[config.mk]
export PLATFORM = sky130hd
export DESIGN_NAME = ma_issue_sched_flat
export DESIGN_NICKNAME = d
export VERILOG_FILES = /design/src/rtl/pkg_tpu.sv /design/src/rtl/ma_issue_sched_if.sv /design/src/rtl/ma_resv_shift.sv /design/src/rtl/ma_issue_sched.sv /design/src/flat_wrapper.sv
export SDC_FILE = /design/constraint.sdc
export NUM_CORES = 1
export LEC_CHECK = 0
export CAP_MARGIN = 20
export CORE_MARGIN = 2
export CORE_UTILIZATION = 42
export DETAILED_ROUTE_END_ITERATION = 7
export PLACE_DENSITY_LB_ADDON = 0.25
export SLEW_MARGIN = 10
export SYNTH_ARGS = -nofsm -noshare
export SYNTH_HDL_FRONTEND = slang
export SYNTH_SLANG_ARGS = --single-unit
[constraint.sdc]
create_clock -name clock -period 2 [get_ports clock]
set_input_delay 0.4 -clock clock [delete_from_list [all_inputs] [get_ports clock]]
set_output_delay 0.4 -clock clock [all_outputs]
set_load 0.02 [all_outputs]
[src/rtl/pkg_tpu.sv]
// pkg_tpu: shared types, op encodings and latency helpers for the MA issue scheduler.
package pkg_tpu;
  typedef logic [3:0] issue_no_t;
  localparam logic [1:0] OP_CLASS_ADD = 2'b00;
  localparam logic [1:0] OP_CLASS_MLT = 2'b01;
  localparam logic [1:0] OPC_MAC = 2'b10;
  localparam logic [1:0] OPC_MAD = 2'b11;
  function automatic logic ma_fused(logic [1:0] cls, logic [1:0] code);
    return cls == OP_CLASS_MLT && (code == OPC_MAC || code == OPC_MAD);
  endfunction
  function automatic int ma_lat(logic [1:0] cls, logic [1:0] code, int dm, int da);
    return cls == OP_CLASS_ADD ? da : ma_fused(cls, code) ? dm + da : dm;
  endfunction
endpackage

[src/rtl/ma_issue_sched_if.sv]
// ma_issue_sched_if: dispatch <-> scheduler bus; perf counters appear with MA_SCHED_PERF_EN.
interface ma_issue_sched_if import pkg_tpu::*; #(parameter int NUM_REQ = 2);
  logic I_Stall;
  logic [NUM_REQ-1:0] I_Req;
  logic [2*NUM_REQ-1:0] I_OpClass, I_OpCode;
  logic [NUM_REQ-1:0] O_Grant;
  logic O_Issue_En, O_WB_Expect, O_Busy;
  logic [1:0] O_OpClass, O_OpCode, O_Src;
  issue_no_t O_Issue_No;
`ifdef MA_SCHED_PERF_EN
  logic [31:0] O_Perf_Issue, O_Perf_Conflict;
  modport master(output I_Stall, I_Req, I_OpClass, I_OpCode,
                 input O_Grant, O_Issue_En, O_OpClass, O_OpCode, O_Src, O_Issue_No, O_WB_Expect, O_Busy,
                 O_Perf_Issue, O_Perf_Conflict);
  modport slave(input I_Stall, I_Req, I_OpClass, I_OpCode,
                output O_Grant, O_Issue_En, O_OpClass, O_OpCode, O_Src, O_Issue_No, O_WB_Expect, O_Busy,
                O_Perf_Issue, O_Perf_Conflict);
`else
  modport master(output I_Stall, I_Req, I_OpClass, I_OpCode,
                 input O_Grant, O_Issue_En, O_OpClass, O_OpCode, O_Src, O_Issue_No, O_WB_Expect, O_Busy);
  modport slave(input I_Stall, I_Req, I_OpClass, I_OpCode,
                output O_Grant, O_Issue_En, O_OpClass, O_OpCode, O_Src, O_Issue_No, O_WB_Expect, O_Busy);
`endif
endinterface

[src/rtl/ma_resv_shift.sv]
// ma_resv_shift: writeback reservation and fused-op shift vectors (bit i = due in i cycles).
module ma_resv_shift #(
  parameter int W = 5,
  localparam int IW = $clog2(W)
) (
  input  logic          clock,
  input  logic          reset,
  input  logic          en_i,
  input  logic          set_i,
  input  logic          fused_i,
  input  logic [IW-1:0] idx_i,
  output logic [W-1:0]  resv_o,
  output logic          resv0_o,
  output logic          fdue_o
);
  logic [W-1:0] resv_q, resv_d, fused_q, fused_d, hot;
  always_comb begin
    hot = set_i ? W'(1) << idx_i : '0;
    resv_d = (resv_q >> 1) | hot;
    fused_d = (fused_q >> 1) | (fused_i ? hot : '0);
  end
  always_ff @(posedge clock or posedge reset)
    if (reset) begin
      resv_q <= '0;
      fused_q <= '0;
    end else if (en_i) begin
      resv_q <= resv_d;
      fused_q <= fused_d;
    end
  assign resv_o = resv_q;
  assign resv0_o = resv_q[0];
  // a fused op stops counting against the chain buffer as it shifts into bit 0
  assign fdue_o = fused_d[0];
endmodule

[src/rtl/ma_issue_sched.sv]
// ma_issue_sched: round-robin MA issue with writeback-collision and fused-depth blocking.
// MA_SCHED_PERF_EN adds saturating issue/conflict counters.
module ma_issue_sched import pkg_tpu::*; #(
  parameter int DEPTH_MLT = 3,
  parameter int DEPTH_ADD = 1,
  parameter int NUM_REQ = 2
) (
  input logic clock,
  input logic reset,
  ma_issue_sched_if.slave bus
);
  localparam int LAT_MAX = DEPTH_MLT + DEPTH_ADD;
  localparam int LW = $clog2(LAT_MAX + 1);
  localparam int FW = $clog2(DEPTH_MLT + 1);
  logic [LAT_MAX:0] resv;
  logic resv0, fdue, issue, found;
  logic [NUM_REQ-1:0] elig;
  logic [1:0] ptr_q, ptr_d, win, cls, code;
  issue_no_t ino_q, ino_d;
  logic [FW-1:0] fcnt_q, fcnt_d;
  for (genvar r = 0; r < NUM_REQ; r++) begin : g_el
    assign elig[r] = bus.I_Req[r]
      & ~resv[LW'(ma_lat(bus.I_OpClass[2*r +: 2], bus.I_OpCode[2*r +: 2], DEPTH_MLT, DEPTH_ADD))]
      & ~(ma_fused(bus.I_OpClass[2*r +: 2], bus.I_OpCode[2*r +: 2]) & (fcnt_q == FW'(DEPTH_MLT)));
    assign bus.O_Grant[r] = issue && win == 2'(r);
  end
  always_comb begin
    found = 1'b0;
    win = '0;
    cls = '0;
    code = '0;
    // lowest eligible overall, then overridden by lowest eligible at or after the pointer
    for (int j = NUM_REQ - 1; j >= 0; j--)
      if (elig[j]) begin
        found = 1'b1;
        win = 2'(j);
      end
    for (int j = NUM_REQ - 1; j >= 0; j--)
      if (elig[j] && 2'(j) >= ptr_q) win = 2'(j);
    for (int j = 0; j < NUM_REQ; j++)
      if (win == 2'(j)) begin
        cls = bus.I_OpClass[2*j +: 2];
        code = bus.I_OpCode[2*j +: 2];
      end
    issue = found & ~bus.I_Stall & ~reset;
    ptr_d = issue ? (win == 2'(NUM_REQ - 1) ? 2'd0 : win + 2'd1) : ptr_q;
    ino_d = issue ? ino_q + 1'b1 : ino_q;
    fcnt_d = fcnt_q + FW'(issue & ma_fused(cls, code)) - FW'(fdue & ~bus.I_Stall);
  end
  always_ff @(posedge clock or posedge reset)
    if (reset) begin
      ptr_q <= '0;
      ino_q <= '0;
      fcnt_q <= '0;
    end else begin
      ptr_q <= ptr_d;
      ino_q <= ino_d;
      fcnt_q <= fcnt_d;
    end
  ma_resv_shift #(.W(LAT_MAX + 1)) u_resv (
    .clock   (clock),
    .reset   (reset),
    .en_i    (~bus.I_Stall),
    .set_i   (issue),
    .fused_i (ma_fused(cls, code)),
    .idx_i   (LW'(ma_lat(cls, code, DEPTH_MLT, DEPTH_ADD) - 1)),
    .resv_o  (resv),
    .resv0_o (resv0),
    .fdue_o  (fdue)
  );
  assign bus.O_Issue_En = issue;
  assign bus.O_OpClass = issue ? cls : '0;
  assign bus.O_OpCode = issue ? code : '0;
  assign bus.O_Src = issue ? win : '0;
  assign bus.O_Issue_No = ino_q;
  assign bus.O_WB_Expect = resv0 & ~bus.I_Stall;
  assign bus.O_Busy = |resv;
`ifdef MA_SCHED_PERF_EN
  logic [31:0] pi_q, pc_q;
  always_ff @(posedge clock or posedge reset)
    if (reset) begin
      pi_q <= '0;
      pc_q <= '0;
    end else begin
      if (issue && ~&pi_q) pi_q <= pi_q + 1'b1;
      if (|bus.I_Req && !bus.I_Stall && !issue && ~&pc_q) pc_q <= pc_q + 1'b1;
    end
  assign bus.O_Perf_Issue = pi_q;
  assign bus.O_Perf_Conflict = pc_q;
`endif
endmodule

[src/flat_wrapper.sv]
// flat-port wrapper written by rule: the top's interface ports become plain ports
module ma_issue_sched_flat import pkg_tpu::*;
#(
  parameter int DEPTH_MLT = 3,
  parameter int DEPTH_ADD = 1,
  parameter int NUM_REQ = 2
)
  (clock, reset, bus_I_Stall, bus_I_Req, bus_I_OpClass, bus_I_OpCode, bus_O_Grant, bus_O_Issue_En, bus_O_OpClass, bus_O_OpCode, bus_O_Src, bus_O_Issue_No, bus_O_WB_Expect, bus_O_Busy);
  ma_issue_sched_if #(.NUM_REQ(NUM_REQ)) bus_i ();
  input logic clock;
  input logic reset;
  input wire logic [$bits(bus_i.I_Stall)-1:0] bus_I_Stall;
  input wire logic [$bits(bus_i.I_Req)-1:0] bus_I_Req;
  input wire logic [$bits(bus_i.I_OpClass)-1:0] bus_I_OpClass;
  input wire logic [$bits(bus_i.I_OpCode)-1:0] bus_I_OpCode;
  output wire logic [$bits(bus_i.O_Grant)-1:0] bus_O_Grant;
  output wire logic [$bits(bus_i.O_Issue_En)-1:0] bus_O_Issue_En;
  output wire logic [$bits(bus_i.O_OpClass)-1:0] bus_O_OpClass;
  output wire logic [$bits(bus_i.O_OpCode)-1:0] bus_O_OpCode;
  output wire logic [$bits(bus_i.O_Src)-1:0] bus_O_Src;
  output wire logic [$bits(bus_i.O_Issue_No)-1:0] bus_O_Issue_No;
  output wire logic [$bits(bus_i.O_WB_Expect)-1:0] bus_O_WB_Expect;
  output wire logic [$bits(bus_i.O_Busy)-1:0] bus_O_Busy;
  assign bus_i.I_Stall = bus_I_Stall;
  assign bus_i.I_Req = bus_I_Req;
  assign bus_i.I_OpClass = bus_I_OpClass;
  assign bus_i.I_OpCode = bus_I_OpCode;
  assign bus_O_Grant = bus_i.O_Grant;
  assign bus_O_Issue_En = bus_i.O_Issue_En;
  assign bus_O_OpClass = bus_i.O_OpClass;
  assign bus_O_OpCode = bus_i.O_OpCode;
  assign bus_O_Src = bus_i.O_Src;
  assign bus_O_Issue_No = bus_i.O_Issue_No;
  assign bus_O_WB_Expect = bus_i.O_WB_Expect;
  assign bus_O_Busy = bus_i.O_Busy;
  ma_issue_sched #(.DEPTH_MLT(DEPTH_MLT), .DEPTH_ADD(DEPTH_ADD), .NUM_REQ(NUM_REQ)) u_core (.clock(clock), .reset(reset), .bus(bus_i));
endmodule
Yosys cells after proc, flatten, opt, wreduce, memory -nomap -nowiden
Index checks and enable logic that the tools add are counted.

Shift-type cells: 1. Add/subtract/negate cells: 5. Magnitude comparators: 4. Reductions and logical operators: 15. Equal/unequal tests: 11. Mux-type cells: 28. Bitwise operators: 20.

Operators with widths (number): $mux W3 (6); $eq A2 B2 Y1 const B (7); $mux W2 (7); $mux W1 (11); $and A1 B1 Y1 (10); $lt A3 B5 Y1 const B (2); $mux W5 (2); $or A4 B5 Y5 (2); $logic_not A2 Y1 (4); $logic_and A1 B1 Y1 (7); $bmux W1 S3 (2); $eq A2 B1 Y1 const B (3); $not A1 Y1 (6); $reduce_or A5 Y1 (1); $shl A1 B3 Y5 const A (1); $add A4 B1 Y4 const B (1); $ge A1 B2 Y1 const A (2); $logic_or A1 B1 Y1 (3); $sub A3 B2 Y3 const B (1); $add A1 B1 Y2 const B (1); $add A2 B2 Y2 (1); $and A1 B2 Y2 (1); $not A1 Y2 (1); $sub A2 B2 Y2 (1); $eq A1 B1 Y1 const B (1).

Input port bits: 13. Register bits: 18. Output and inout bits: 15. Logic and storage cells: 89.

Depth between registers and ports, before layout
Gate-level depths: netlist (run 1).

Word-level depth: 30. Mapped depth: 10. Mapped depth without buffers: 9.

Cells and area by module
From an unflattened synthesis (run 1), not the netlist that was laid out.

Cells, all modules: 116. Area total of the unflattened synthesis: 1102.3 um^2.

By module, submodules not included: ma_issue_sched (area an instance 663.1 um^2, times used 1, seq. area each 175.2 um^2, cells an instance 73); ma_resv_shift (area an instance 439.2 um^2, times used 1, seq. area each 225.2 um^2, cells an instance 43).

Least setup slack after synthesis (run 1)
Ideal clock, no wire load.

Path type: reg2reg. From: register u_core.fcnt_q[1]. To: register u_core.fcnt_q[1]. Stages on the path, launching flop included: 10. Library setup time: 0.123 ns. Period minus slack after synthesis: 2.007 ns. Data arrival time: 1.884 ns. Buffers on the path: 0. Required time: 1.877 ns. Slack: -0.007 ns. Cells stage by stage: dfrtp_1 -> a21o_1 -> a32oi_2 -> nand4b_1 -> and3_1 -> o211ai_1 -> inv_1 -> ha_1 -> xnor2_1 -> xnor2_1.

Cells in the longest elaborated chain, start to end: 23. Elaborated cells on any way between the ends: 40. Classes of those cells: 3 x add/sub; 5 x eq/ne; 1 x shift; 14 x mux; 11 x bitwise; 6 x reduce/logical.

Ends and longest elaborated chain: start, declared (RTL line ma_issue_sched.sv:20) `logic [FW-1:0] fcnt_q, fcnt_d;`; start signal, assigned (RTL line ma_issue_sched.sv:58) `fcnt_q <= fcnt_d;`; $eq A2 B2 Y1 (RTL line ma_issue_sched.sv:24) `& ~(ma_fused(bus.I_OpClass[2*r +: 2], bus.I_OpCode[2*r +: 2]) & (fcnt_q == FW'(DEPTH_MLT)));`; $and A1 B1 Y1 (RTL line ma_issue_sched.sv:24); $not A1 Y1 (RTL line ma_issue_sched.sv:24); $and A1 B1 Y1 (RTL line ma_issue_sched.sv:24); $mux W1 (2 in series) (RTL line ma_issue_sched.sv:34) `if (elig[j]) begin`; $mux W1 (2 in series) (RTL line ma_issue_sched.sv:39) `if (elig[j] && 2'(j) >= ptr_q) win = 2'(j);`; $logic_not A2 Y1 (RTL line ma_issue_sched.sv:41) `if (win == 2'(j)) begin`; $mux W2 (2 in series) (RTL line ma_issue_sched.sv:41); (+5 left out); $sub A3 B2 Y3 (RTL line ma_issue_sched.sv:66) `.idx_i (LW'(ma_lat(cls, code, DEPTH_MLT, DEPTH_ADD) - 1)),`; $shl A1 B3 Y5 (RTL line ma_resv_shift.sv:18) `hot = set_i ? W'(1) << idx_i : '0;`; $mux W5 (RTL line ma_resv_shift.sv:18); $mux W5 (RTL line ma_resv_shift.sv:20) `fused_d = (fused_q >> 1) | (fused_i ? hot : '0);`; $or A4 B5 Y5 (RTL line ma_resv_shift.sv:20); $and A1 B2 Y2 (RTL line ma_issue_sched.sv:48) `fcnt_d = fcnt_q + FW'(issue & ma_fused(cls, code)) - FW'(fdue & ~bus.I_Stall);`; $sub A2 B2 Y2 * (RTL line ma_issue_sched.sv:48); net u_core.fcnt_d[1] (RTL line ma_issue_sched.sv:20).

Mark *: on every way through the listed nets, which the timed path passes. The rest lies on a longest branch. A chain may end at the register's enable or synchronous reset.

Worst setup path after layout (run 1)
From: register u_core.fcnt_q[0]. To: register u_core.fcnt_q[1].

Same word-level chain as after synthesis.

==> metrics.md, run 1 <==
| Metric | Value |
|---|---|
| Routed wire per std cell | `15.5 um` |
| Max clock buf depth | `2` |
| Max Cap Viol | `0` |
| Top-count cell post-synth | `dfrtp_1` |
| Final setup viols | `15` |
| Number of global-route vias before repair | `995` |
| Worst Setup Start Kind | `register` |
| Final hold violation count | `0` |
| Area of the core | `2250 um2` |
| Post-route setup slack | `-0.376 ns` |
| Mapped Avg Cell Area | `9.27 um2` |
| Syn Inst Count | `110` |
| Filler cells | `172` |
| Die area | `2840 um2` |
| Total track usage | `0.228` |
| DRC | `0` |
| Largest net degree at the start of global routing | `17` |
| Leak | `0.792 nW` |
| Slew @ Worst Pin | `0.602 ns` |
| Synth Cell Area | `1020 um2` |
| Max H-tree Level | `1` |
| Commonest cells post-synth | `dfrtp_1, nor2_1, nor2b_1` |
| Critical path arrival | `2.56 ns` |
| ANT cells | `0` |
| Ys Warns | `0` |
| F_max | `0.421 GHz` |
| Hold Buf Count CTS | `0` |
| Placer Congestion | `0.827` |
| Crit path cell chain | `a21o_1 > a32oi_2 > nand4b_1 > buf_4 > and3_4 > o211ai_1 > inv_1 > ha_4 > xnor2_2 > xnor2_1` |
| Fin crit period | `2.38 ns` |
| IO Pins | `28` |
| Required time of the critical path | `2.19 ns` |
| Post-synth top area share | `0.393` |
| Max transition margin | `0.598` |
| Die X | `53.3 um` |
| Std cell rows | `17` |
| Critical Path Fanout Max | `4` |
| Layout net count | `185` |
| DP Area | `1470 um2` |
| Failing checks | `setup timing` |
| First-pass DRT Iterations | `4` |
| Post-synthesis sequential area ratio | `0.393` |
| Slowest stage cell, crit path | `dfrtp_1` |
| Layout cells sized above 1 | `0.431` |
| Crit. End Element | `register` |
| Hold Path Stages | `1` |
| First-pass GRT wire length | `4.54 mm` |
| Routed Antenna Nets | `0` |
| Layout area overhead | `66.3%` |
| Crit Path Category | `reg2reg` |
| Root Driver | `clkbuf_4` |
| EDFF count, synth | `0` |
| Max-slew violation count | `0` |
| Initial antenna violation count | `0` |
| Async SR Flop Fraction | `1.00` |
| Starting Density | `0.452` |
| Post-detail-place hpwl | `1.91 mm` |
| Util after Layout | `0.752` |
| TritonCTS Buffers | `3` |
| Critical Path Max Stage Delay | `0.38 ns` |
| Cell area after layout | `1700 um2` |
| Final wirelength | `3.03 mm` |
| Chip Height | `53.3 um` |
| Clock sinks | `16` |
| Gr ovfl total | `0` |
| DR vias/cell | `5.37` |
| Most used flip-flop cell after synthesis | `dfrtp_1` |
| Power Density | `773 nW/um2` |
| Synth area leader | `dfrtp_1` |
| Mapped Nets | `126` |
| CTS tree | `done` |
| R2R depth | `10` |
| Hold Path Class | `reg2reg` |
| Yosys reg bits | `16` |
| Final Cycle Share | `1.19` |
| Via count | `1048` |
| Worst skew pair latency | `0.29 ns` |
| Worst-path clk slew | `0.09 ns` |
| Initial DRC count | `29` |
| Netlist cell types | `39` |
| Top post-synthesis cells by area | `dfrtp_1, nor2b_1, mux2_2` |
| Final clock skew | `0.00243 ns` |
| Port buffer count | `26` |
| Status | `finished, violations left` |
| Unrepaired setup endpoints after global routing | `yes` |
| VDD IR max | `772 uV` |
## metrics by stage
stage	hold WS [ns]	setup TNS (ns)	total power (W)	setup slack [ns]	std cells
after global placement	0.461	-10.21	0.000999	-0.890	182
final	0.496	-3.46	0.00131	-0.376	195
after global routing	0.517	-5.45	0.00139	-0.564	195
after detailed placement	0.480	-11.03	0.00102	-0.945	182
after floorplan	0.314	0	0.000765	0.00192	110
after CTS	0.502	-2.95	0.00123	-0.351	191
## flip-flops by register name, summed over array words and instances, names as in the netlist
name,flops
u_core.u_resv.resv_o,5
u_core.u_resv.fused_q,4
u_core.ptr_q,1
u_core.fcnt_q,2
u_core.bus.O_Issue_No,4
## routing by layer
layer | share of wire | routed length (um) | GRT usage | vias to the layer above
met5 | 0 | 0 | 0 | -
met4 | 0.024 | 74 | 0.0726 | 0
met3 | 0.060 | 182 | 0.0565 | 10
met2 | 0.49 | 1490 | 0.368 | 41
met1 | 0.42 | 1280 | 0.299 | 493
li1 | - | - | - | 504
## placed cells by master (no fill, tap or decap), types with 2 or more instances in the layout
| cell type | instances |
|---|---|
| buf_4 | 34 |
| dfrtp_1 | 16 |
| clkdlybuf4s50_1 | 11 |
| nor2_1 | 10 |
| buf_6 | 8 |
| dlygate4sd2_1 | 7 |
| nor2b_1 | 6 |
| inv_1 | 6 |
| a21oi_1 | 5 |
| and3_4 | 4 |
| xnor2_1 | 3 |
| mux2_2 | 3 |
| clkbuf_4 | 3 |
| o21ai_2 | 2 |
| nor2b_4 | 2 |
| nand3_4 | 2 |
| o21ai_1 | 2 |
| nand2_4 | 2 |
| and2_1 | 2 |
| nor3_1 | 2 |
| a211oi_1 | 2 |
| or2b_1 | 2 |
| nand2_1 | 2 |
| nand3b_1 | 2 |
| nand3_1 | 2 |
| ha_1 | 2 |
## path summary, 6_finish.rpt
path / startpoint / end / slack, ns
setup / recovery: u_core.fcnt_q[0] / u_core.fcnt_q[1] / -0.38
hold / removal: u_core.u_resv.fused_q[4] / u_core.u_resv.fused_q[4] / 0.50
setup reg to reg: u_core.fcnt_q[0] / u_core.fcnt_q[1] / -0.38
hold reg to reg: u_core.u_resv.fused_q[4] / u_core.u_resv.fused_q[4] / 0.50
max in group asynchronous: reset / u_core.bus.O_Issue_No[0] / 0.94
min in group asynchronous: reset / u_core.u_resv.resv_o[0] / 0.67
## cells by family after synthesis
family | count (synthesis) | synth area share
simple gates | 47 | 0.265
compound gates | 21 | 0.148
flops | 16 | 0.393
buf+inv | 13 | 0.0663
xor+xnor | 5 | 0.0429
mux | 4 | 0.0442
fa+ha+maj | 3 | 0.0368
other cells | 1 | 0.00368
## power breakdown
group	switching, W	total [W]	internal [W]
registers	0.0000803	0.000489	0.000409
clock network	0.0000996	0.000170	0.0000702
logic	0.000302	0.000651	0.000350
total	0.000482	0.00131	0.000829
## area by class of cell
class | count | area [um2] | area share
inverter | 7 | 26.3 | 0.0155
clock buffer | 3 | 22.5 | 0.0133
multi-input combinational | 81 | 694 | 0.410
sequential | 16 | 400 | 0.236
tap | 28 | 35.0 | 0.0207
timing repair buffer | 60 | 517 | 0.305
## worst max-delay path: cells and delay by family (launching register included)
kind,cells,cell delay (ns)
AO/OA/AOI/OAI,3,0.71
XOR/XNOR,2,0.24
adder cells (fa/ha/maj),1,0.17
buffers and inverters,2,0.33
flip-flops,1,0.38
AND/OR/NAND/NOR,2,0.41
## repair_timing
action / in CTS / in global routing
setup endpoints to repair: 17 / 16
buffers inserted: 6 / 4
gates resized for setup: 68 / 16
cloned: 0 / 0
pin swaps: 13 / 7
Power figures use the tool's default switching activity.
==> inputs of run 2 (changes only) <==
--- a/config.mk
+++ b/config.mk
@@ -8,6 +8,7 @@
 export CAP_MARGIN = 20
 export CORE_MARGIN = 2
-export CORE_UTILIZATION = 42
+export CORE_UTILIZATION = 47
 export DETAILED_ROUTE_END_ITERATION = 7
+export GPL_TIMING_DRIVEN = 1
 export PLACE_DENSITY_LB_ADDON = 0.25
 export SLEW_MARGIN = 10
==> constraint.sdc (replaced) <==
create_clock -name clock -period 2.2 [get_ports clock]
set_input_delay 0.55 -clock clock [delete_from_list [all_inputs] [get_ports clock]]
set_output_delay 0.55 -clock clock [all_outputs]
set_load 0.02 [all_outputs]
==> metrics.md, run 2 (synthesis results as in run 1) <==
| Metric | Value |
|---|---|
| Clock sinks | `16 (unchanged)` |
| Worst Hold End | `u_core.u_resv.fused_q[1] (was u_core.u_resv.fused_q[4])` |
| Place WS | `-1.10 ns (was -0.945 ns)` |
| Chip Height | `50.6 um (was 53.3 um)` |
| Crit Path Category | `reg2out (was reg2reg)` |
| Root Driver | `clkbuf_4 (unchanged)` |
| Number of global-route vias before repair | `1086 (was 995)` |
| Post-route setup slack | `-0.409 ns (was -0.376 ns)` |
| Critical Path Fanout Max | `6 (was 4)` |
| Worst r2r src | `u_core.fcnt_q[0] (unchanged)` |
| Layout cells sized above 1 | `0.436 (was 0.431)` |
| Unrepaired setup endpoints after global routing | `yes (unchanged)` |
| Worst path depth | `6 (was 10)` |
| Final clock skew | `0.00993 ns (was 0.00243 ns)` |
| Layout net count | `181 (was 185)` |
| Routed wire per std cell | `17.5 um (was 15.5 um)` |
| Cell area after layout | `1640 um2 (was 1700 um2)` |
| TritonCTS Buffers | `3 (unchanged)` |
| CTS tree | `done (unchanged)` |
| Commonest non-fill, non-tap cell in the layout | `buf_4 (unchanged)` |
| Worst-path clk slew | `0.10 ns (was 0.09 ns)` |
| Final Cycle Share | `1.19` |
| Initial DRC count | `23 (was 29)` |
| Std cell rows | `16 (was 17)` |
| ANT cells | `0 (unchanged)` |
| Post-detail-place hpwl | `2.08 mm (was 1.91 mm)` |
| First-pass DRT Iterations | `4 (unchanged)` |
| Final setup viols | `10 (was 15)` |
| Routed Antenna Nets | `0 (unchanged)` |
| F_max | `0.383 GHz` |
| VDD IR max | `856 uV (was 772 uV)` |
| Largest register FFs | `5 (unchanged)` |
| Layout area overhead | `60.4% (was 66.3%)` |
| Final hold violation count | `0 (unchanged)` |
| Slowest stage cell, crit path | `dfrtp_1 (unchanged)` |
| Commonest non-fill, non-tap cells in the layout | `buf_4, dfrtp_1, clkdlybuf4s50_1 (unchanged)` |
| Failing checks | `setup timing (unchanged)` |
| Final wirelength | `3.33 mm (was 3.03 mm)` |
| DP Area | `1470 um2 (unchanged)` |
| Max-slew violation count | `0 (unchanged)` |
| Slew @ Worst Pin | `0.621 ns (was 0.602 ns)` |
| Worst Setup Start Kind | `register (unchanged)` |
| Crit. End Element | `output pin (was register)` |
| Max H-tree Level | `1 (unchanged)` |
| Status | `finished, violations left (unchanged)` |
| Initial antenna violation count | `0 (unchanged)` |
| Total track usage | `0.291 (was 0.228)` |
| Starting Density | `0.509 (was 0.452)` |
| Max Cap Viol | `0 (unchanged)` |
| Filler cells | `123 (was 172)` |
| Die area | `2560 um2 (was 2840 um2)` |
| RR Endpoint | `u_core.fcnt_q[1] (unchanged)` |
| IO Pins | `28 (unchanged)` |
| Via count | `1084 (was 1048)` |
| Max clock buf depth | `2 (unchanged)` |
| Required time of the critical path | `1.65 ns (was 2.19 ns)` |
| R2R depth | `11 (was 10)` |
| Critical path arrival | `2.06 ns (was 2.56 ns)` |
| Area of the core | `2000 um2 (was 2250 um2)` |
| Gr ovfl total | `0 (unchanged)` |
| Max transition margin | `0.585 (was 0.598)` |
| Reg-to-reg slack, setup | `-0.28 ns (was -0.38 ns)` |
| Hold Path Class | `reg2reg (unchanged)` |
| Hold Path Stages | `1 (unchanged)` |
| Die X | `50.6 um (was 53.3 um)` |
| Fin crit period | `2.61 ns` |
| DRC | `0 (unchanged)` |
| Largest net degree at the start of global routing | `17 (unchanged)` |
| DR vias/cell | `5.71 (was 5.37)` |
| Port buffer count | `26 (unchanged)` |
| Leak | `0.757 nW (was 0.792 nW)` |
| Worst skew pair latency | `0.30 ns (was 0.29 ns)` |
| Placer Congestion | `0.863 (was 0.827)` |
| First-pass GRT wire length | `5.30 mm (was 4.54 mm)` |
| Critical Path Max Stage Delay | `0.39 ns (was 0.38 ns)` |
| Crit path cell chain | `a21o_1 > a32oi_4 > and4b_2 > o21ai_1 > a21oi_2 > buf_4 (was a21o_1 > a32oi_2 > nand4b_1 > buf_4 > and3_4 > o211ai_1 > inv_1 > ha_4 > xnor2_2 > xnor2_1)` |
| Hold Path Origin | `u_core.u_resv.fused_q[2] (was u_core.u_resv.fused_q[4])` |
| CP Buf/Inv Count | `1 (was 2)` |
| Family with the most delay on the worst path | `compound AO/OA/AOI/OAI gates (unchanged)` |
| Power Density | `715 nW/um2 (was 773 nW/um2)` |
## run 2: cell types whose count changed in the layout (fill, tap and decap cells not counted), moves of 2 or more
cell / delta
nor2_2: +3
dlygate4sd2_1: -4
buf_4: -3
nor2_1: -3
buf_6: -3
buf_2: +2
clkbuf_2: +2
nand2_4: -2
## run 2: per-layer routing
| layer | wire length (um) | global-route usage | share of wire |
|---|---|---|---|
| met3 | 235 | 0.0744 | 0.071 |
| met5 | 0 | 0 | 0 |
| met2 | 1660 | 0.493 | 0.50 |
| met1 | 1240 | 0.326 | 0.37 |
| met4 | 190 | 0.171 | 0.057 |
## run 2: final cells by class
cell class,instances,area (um2),area share
multi-input combinational,81,683,0.418
timing repair buffer,56,469,0.287
sequential,16,400,0.245
tap,27,33.8,0.0207
inverter,7,26.3,0.0161
clock buffer,3,22.5,0.0138
## run 2: per-stage QoR
stage / total power [W] / setup TNS [ns] / std cells / util / hold WS (ns)
CTS: 0.00114 / -2.41 / 189 / 0.802 / 0.509
floorplan: 0.000694 / 0 / 110 / - / 0.446
finish: 0.00117 / -2.83 / 190 / 0.817 / 0.502
detailed placement: 0.000933 / -12.66 / 182 / 0.734 / 0.486
global route: 0.00123 / -3.96 / 190 / 0.817 / 0.527
global placement: 0.000908 / -11.03 / 182 / 0.734 / 0.460
## run 2: where the power goes
part / leakage, nW / internal, W / total [W] / switching (W)
Clock: 0.0138 / 0.0000639 / 0.000161 / 0.0000973
Sequential: 0.194 / 0.000372 / 0.000445 / 0.0000736
Combinational: 0.549 / 0.000288 / 0.000562 / 0.000274
Total: 0.757 / 0.000724 / 0.00117 / 0.000445
## run 2: how the worst max path moves through the flow
stage                      from          endpoint  slack (ns)
6_report       u_core.fcnt_q[0]   bus_O_OpCode[1]       -0.41
5_1_grt        u_core.fcnt_q[0]   bus_O_OpCode[0]       -0.47
4_1_cts        u_core.fcnt_q[0]  bus_O_OpClass[0]       -0.34
3_5_place_dp   bus_I_OpClass[0]  bus_O_OpClass[0]       -1.10
3_3_place_gp   bus_I_OpClass[0]  bus_O_OpClass[0]       -1.05
2_1_floorplan  bus_I_OpClass[2]  bus_O_OpClass[0]        0.01
## run 2: timing repair
action | 4_1_cts | 5_1_grt
resized for setup | 77 | 10
pin swaps | 12 | 2
hold buffers | 0 | 0
setup buffers | 4 | 1
setup endpoints to repair | 18 | 15
cloned | 0 | 0
==> inputs of run 3 (changes only) <==
Settings changed: ABC_AREA from default to 1, CORE_UTILIZATION 47 to 46.
==> metrics.md, run 3 <==
| Metric | Value |
|---|---|
| Clock sinks | `16 (unchanged)` |
| CTS tree | `done (unchanged)` |
| Final setup viols | `7 (was 10)` |
| Most used flip-flop cell after synthesis | `dfrtp_1 (unchanged)` |
| Failing checks | `setup timing (unchanged)` |
| Commonest non-fill, non-tap cell in the layout | `buf_4 (unchanged)` |
| Mapped Avg Cell Area | `7.62 um2 (was 9.27 um2)` |
| Root Driver | `clkbuf_4 (unchanged)` |
| Commonest non-fill, non-tap cells in the layout | `buf_4, nand2_1, nor2_1, dfrtp_1, inv_1 (was buf_4, dfrtp_1, clkdlybuf4s50_1)` |
| Top-count cell post-synth | `nand2_1 (was dfrtp_1)` |
| Metal1 wirelength | `1.32 mm (was 1.24 mm)` |
| EDFF count, synth | `0 (unchanged)` |
| Ys Warns | `0 (unchanged)` |
| Util after Layout | `0.858 (was 0.817)` |
| Post-detail-place hpwl | `1.83 mm (was 2.08 mm)` |
| TritonCTS Buffers | `3 (unchanged)` |
| DR vias/cell | `4.79 (was 5.71)` |
| Routed Antenna Nets | `0 (unchanged)` |
| Number of global-route vias before repair | `1107 (was 1086)` |
| Std cell rows | `16 (unchanged)` |
| VDD IR max | `763 uV (was 856 uV)` |
| Highest Signal Layer | `met4 (unchanged)` |
| Top post-synthesis cells by area | `dfrtp_1, nand2_1, inv_1 (was dfrtp_1, nor2b_1, mux2_2)` |
| Syn Inst Count | `129 (was 110)` |
| Hold Path Stages | `2 (was 1)` |
| Post-synth top area share | `0.407 (was 0.393)` |
| Reg-to-reg slack, setup | `0.10 ns (was -0.28 ns)` |
| Layout net count | `216 (was 181)` |
| Initial DRC count | `12 (was 23)` |
| Layout area overhead | `72.9% (was 60.4%)` |
| Final clock skew | `0.00552 ns (was 0.00993 ns)` |
| Die area | `2520 um2 (was 2560 um2)` |
| Starting Density | `0.496 (was 0.509)` |
| Mapped Nets | `145 (was 126)` |
| Filler cells | `107 (was 123)` |
| Routed wire per std cell | `14.6 um (was 17.5 um)` |
| Crit. End Element | `output pin (unchanged)` |
| Port buffer count | `26 (unchanged)` |
| Slew @ Worst Pin | `0.642 ns (was 0.621 ns)` |
| Largest register FFs | `5 (unchanged)` |
| Via count | `1077 (was 1084)` |
| Place WS | `-0.926 ns (was -1.10 ns)` |
| Netlist cell types | `25 (was 39)` |
| Status | `finished, violations left (unchanged)` |
| Total power | `0.00114 W (was 0.00117 W)` |
| R2R depth | `15 (was 11)` |
| First-pass DRT Iterations | `4 (unchanged)` |
| Unrepaired setup endpoints after global routing | `yes (unchanged)` |
| Initial antenna violation count | `0 (unchanged)` |
| Post-synthesis sequential area ratio | `0.407 (was 0.393)` |
| IO Pins | `28 (unchanged)` |
| Final wirelength | `3.29 mm (was 3.33 mm)` |
| Hold Buf Count CTS | `0 (unchanged)` |
| Yosys reg bits | `16 (unchanged)` |
| ANT cells | `0 (unchanged)` |
| Post-route setup slack | `-0.190 ns (was -0.409 ns)` |
| Max Cap Viol | `0 (unchanged)` |
| Synth area leader | `dfrtp_1 (unchanged)` |
| Max transition margin | `0.572 (was 0.585)` |
| Final Cycle Share | `1.09 (was 1.19)` |
| Power Density | `671 nW/um2 (was 715 nW/um2)` |
| DR WL met3 | `125 um (was 235 um)` |
| Die X | `50.2 um (was 50.6 um)` |
| Crit Path Category | `reg2out (unchanged)` |
| Area of the core | `1980 um2 (was 2000 um2)` |
| Placer Congestion | `0.804 (was 0.863)` |
| DR WL met2 | `1.73 mm (was 1.66 mm)` |
| Commonest cells post-synth | `nand2_1, inv_1, nor2_1 (was dfrtp_1, nor2_1, nor2b_1)` |
| Critical Path Fanout Max | `5 (was 6)` |
| Gr ovfl total | `0 (unchanged)` |
| Max H-tree Level | `1 (unchanged)` |
| Layout cells sized above 1 | `0.495 (was 0.436)` |
| Final hold violation count | `0 (unchanged)` |
| Max clock buf depth | `2 (unchanged)` |
| Worst skew pair latency | `0.28 ns (was 0.30 ns)` |
| Leak | `0.921 nW (was 0.757 nW)` |
| Required time of the critical path | `1.65 ns (about the same)` |
| Async SR Flop Fraction | `1.00 (unchanged)` |
| Fin crit period | `2.39 ns (was 2.61 ns)` |
| Worst Hold End | `u_core.u_resv.fused_q[4] (was u_core.u_resv.fused_q[1])` |
| Largest net degree at the start of global routing | `17 (unchanged)` |
| F_max | `0.418 GHz (was 0.383 GHz)` |
| First-pass GRT wire length | `4.79 mm (was 5.30 mm)` |
| Worst Setup Start Kind | `register (unchanged)` |
| Hold Path Origin | `u_core.u_resv.fused_q[4] (was u_core.u_resv.fused_q[2])` |
| DRC | `0 (unchanged)` |
| Hold Path Class | `reg2reg (unchanged)` |
| Synth Cell Area | `983 um2 (was 1020 um2)` |
| Critical path arrival | `1.84 ns (was 2.06 ns)` |
| Worst-path clk slew | `0.09 ns (was 0.10 ns)` |
| Total track usage | `0.254 (was 0.291)` |
| RR Endpoint | `u_core.fcnt_q[0] (was u_core.fcnt_q[1])` |
| Chip Height | `50.2 um (was 50.6 um)` |
| Worst r2r src | `u_core.fcnt_q[1] (was u_core.fcnt_q[0])` |
| Max-slew violation count | `0 (unchanged)` |
## run 3: where the power goes
group | total (W) | switching, W | leakage [nW] | internal (W)
registers | 0.000433 | 0.0000643 | 0.198 | 0.000369
logic | 0.000561 | 0.000287 | 0.709 | 0.000274
clock network | 0.000147 | 0.0000832 | 0.0138 | 0.0000634
total | 0.00114 | 0.000434 | 0.921 | 0.000707
## run 3: logic make-up after synthesis
| kind of cell | after synthesis | synth area share |
|---|---|---|
| simple gates | 67 | 0.326 |
| buf+inv | 28 | 0.120 |
| flops | 16 | 0.407 |
| compound gates | 9 | 0.0611 |
| xor+xnor | 5 | 0.0445 |
| fa+ha+maj | 3 | 0.0382 |
| other cells | 1 | 0.00381 |
## run 3: final cells by class
cell class,instances,area [um2],area share
clock buffer,3,22.5,0.0132
timing repair buffer,69,591,0.347
sequential,16,400,0.235
tap,27,33.8,0.0199
multi-input combinational,85,554,0.326
inverter,25,98.8,0.0581
## run 3: per-stage QoR
step	cells	hold WS (ns)	instance area (um2)	setup TNS [ns]
4_1_cts	218	0.477	1610	-0.410
2_1_floorplan	129	0.437	991	0
3_3_place_gp	200	0.453	1420	-7.53
6_report	225	0.477	1700	-0.743
3_5_place_dp	200	0.456	1420	-8.32
5_1_grt	225	0.494	1700	-1.61
## run 3: worst max path at each step
| stage | startpoint | endpoint | slack, ns |
|---|---|---|---|
| finish | u_core.fcnt_q[1] | bus_O_OpCode[0] | -0.19 |
| global route | u_core.u_resv.resv_o[4] | bus_O_OpCode[0] | -0.31 |
| CTS | u_core.fcnt_q[1] | bus_O_OpCode[0] | -0.14 |
| detailed placement | bus_I_OpCode[3] | bus_O_OpCode[0] | -0.93 |
| global placement | bus_I_OpCode[1] | bus_O_OpCode[1] | -0.86 |
| floorplan | bus_I_OpCode[3] | bus_O_OpCode[0] | 0.005 |
## run 3: what timing repair did
action                                  4_1_cts  5_1_grt
pin swaps                                    18        6
buffers inserted                             15        7
endpoints found under the setup margin       11       10
resized for setup                            92       11
## run 3: layer usage
layer	vias to the layer above	GRT usage
met3	13	0.0298
met2	35	0.461
li1	524	-
met1	505	0.302
met4	0	0.0972
met5	-	0
## run 3: worst max-delay path, stage by stage (launching register included)
cell and delay [ns]:
dfrtp_1 0.40, nand2_1 0.09, nand2_2 0.06, nor2_2 0.11, nor2_2 0.05, buf_4 0.13
nor2_4 0.15, nand2_4 0.12, nand2_4 0.08, inv_2 0.04, a22o_1 0.20, buf_6 0.13
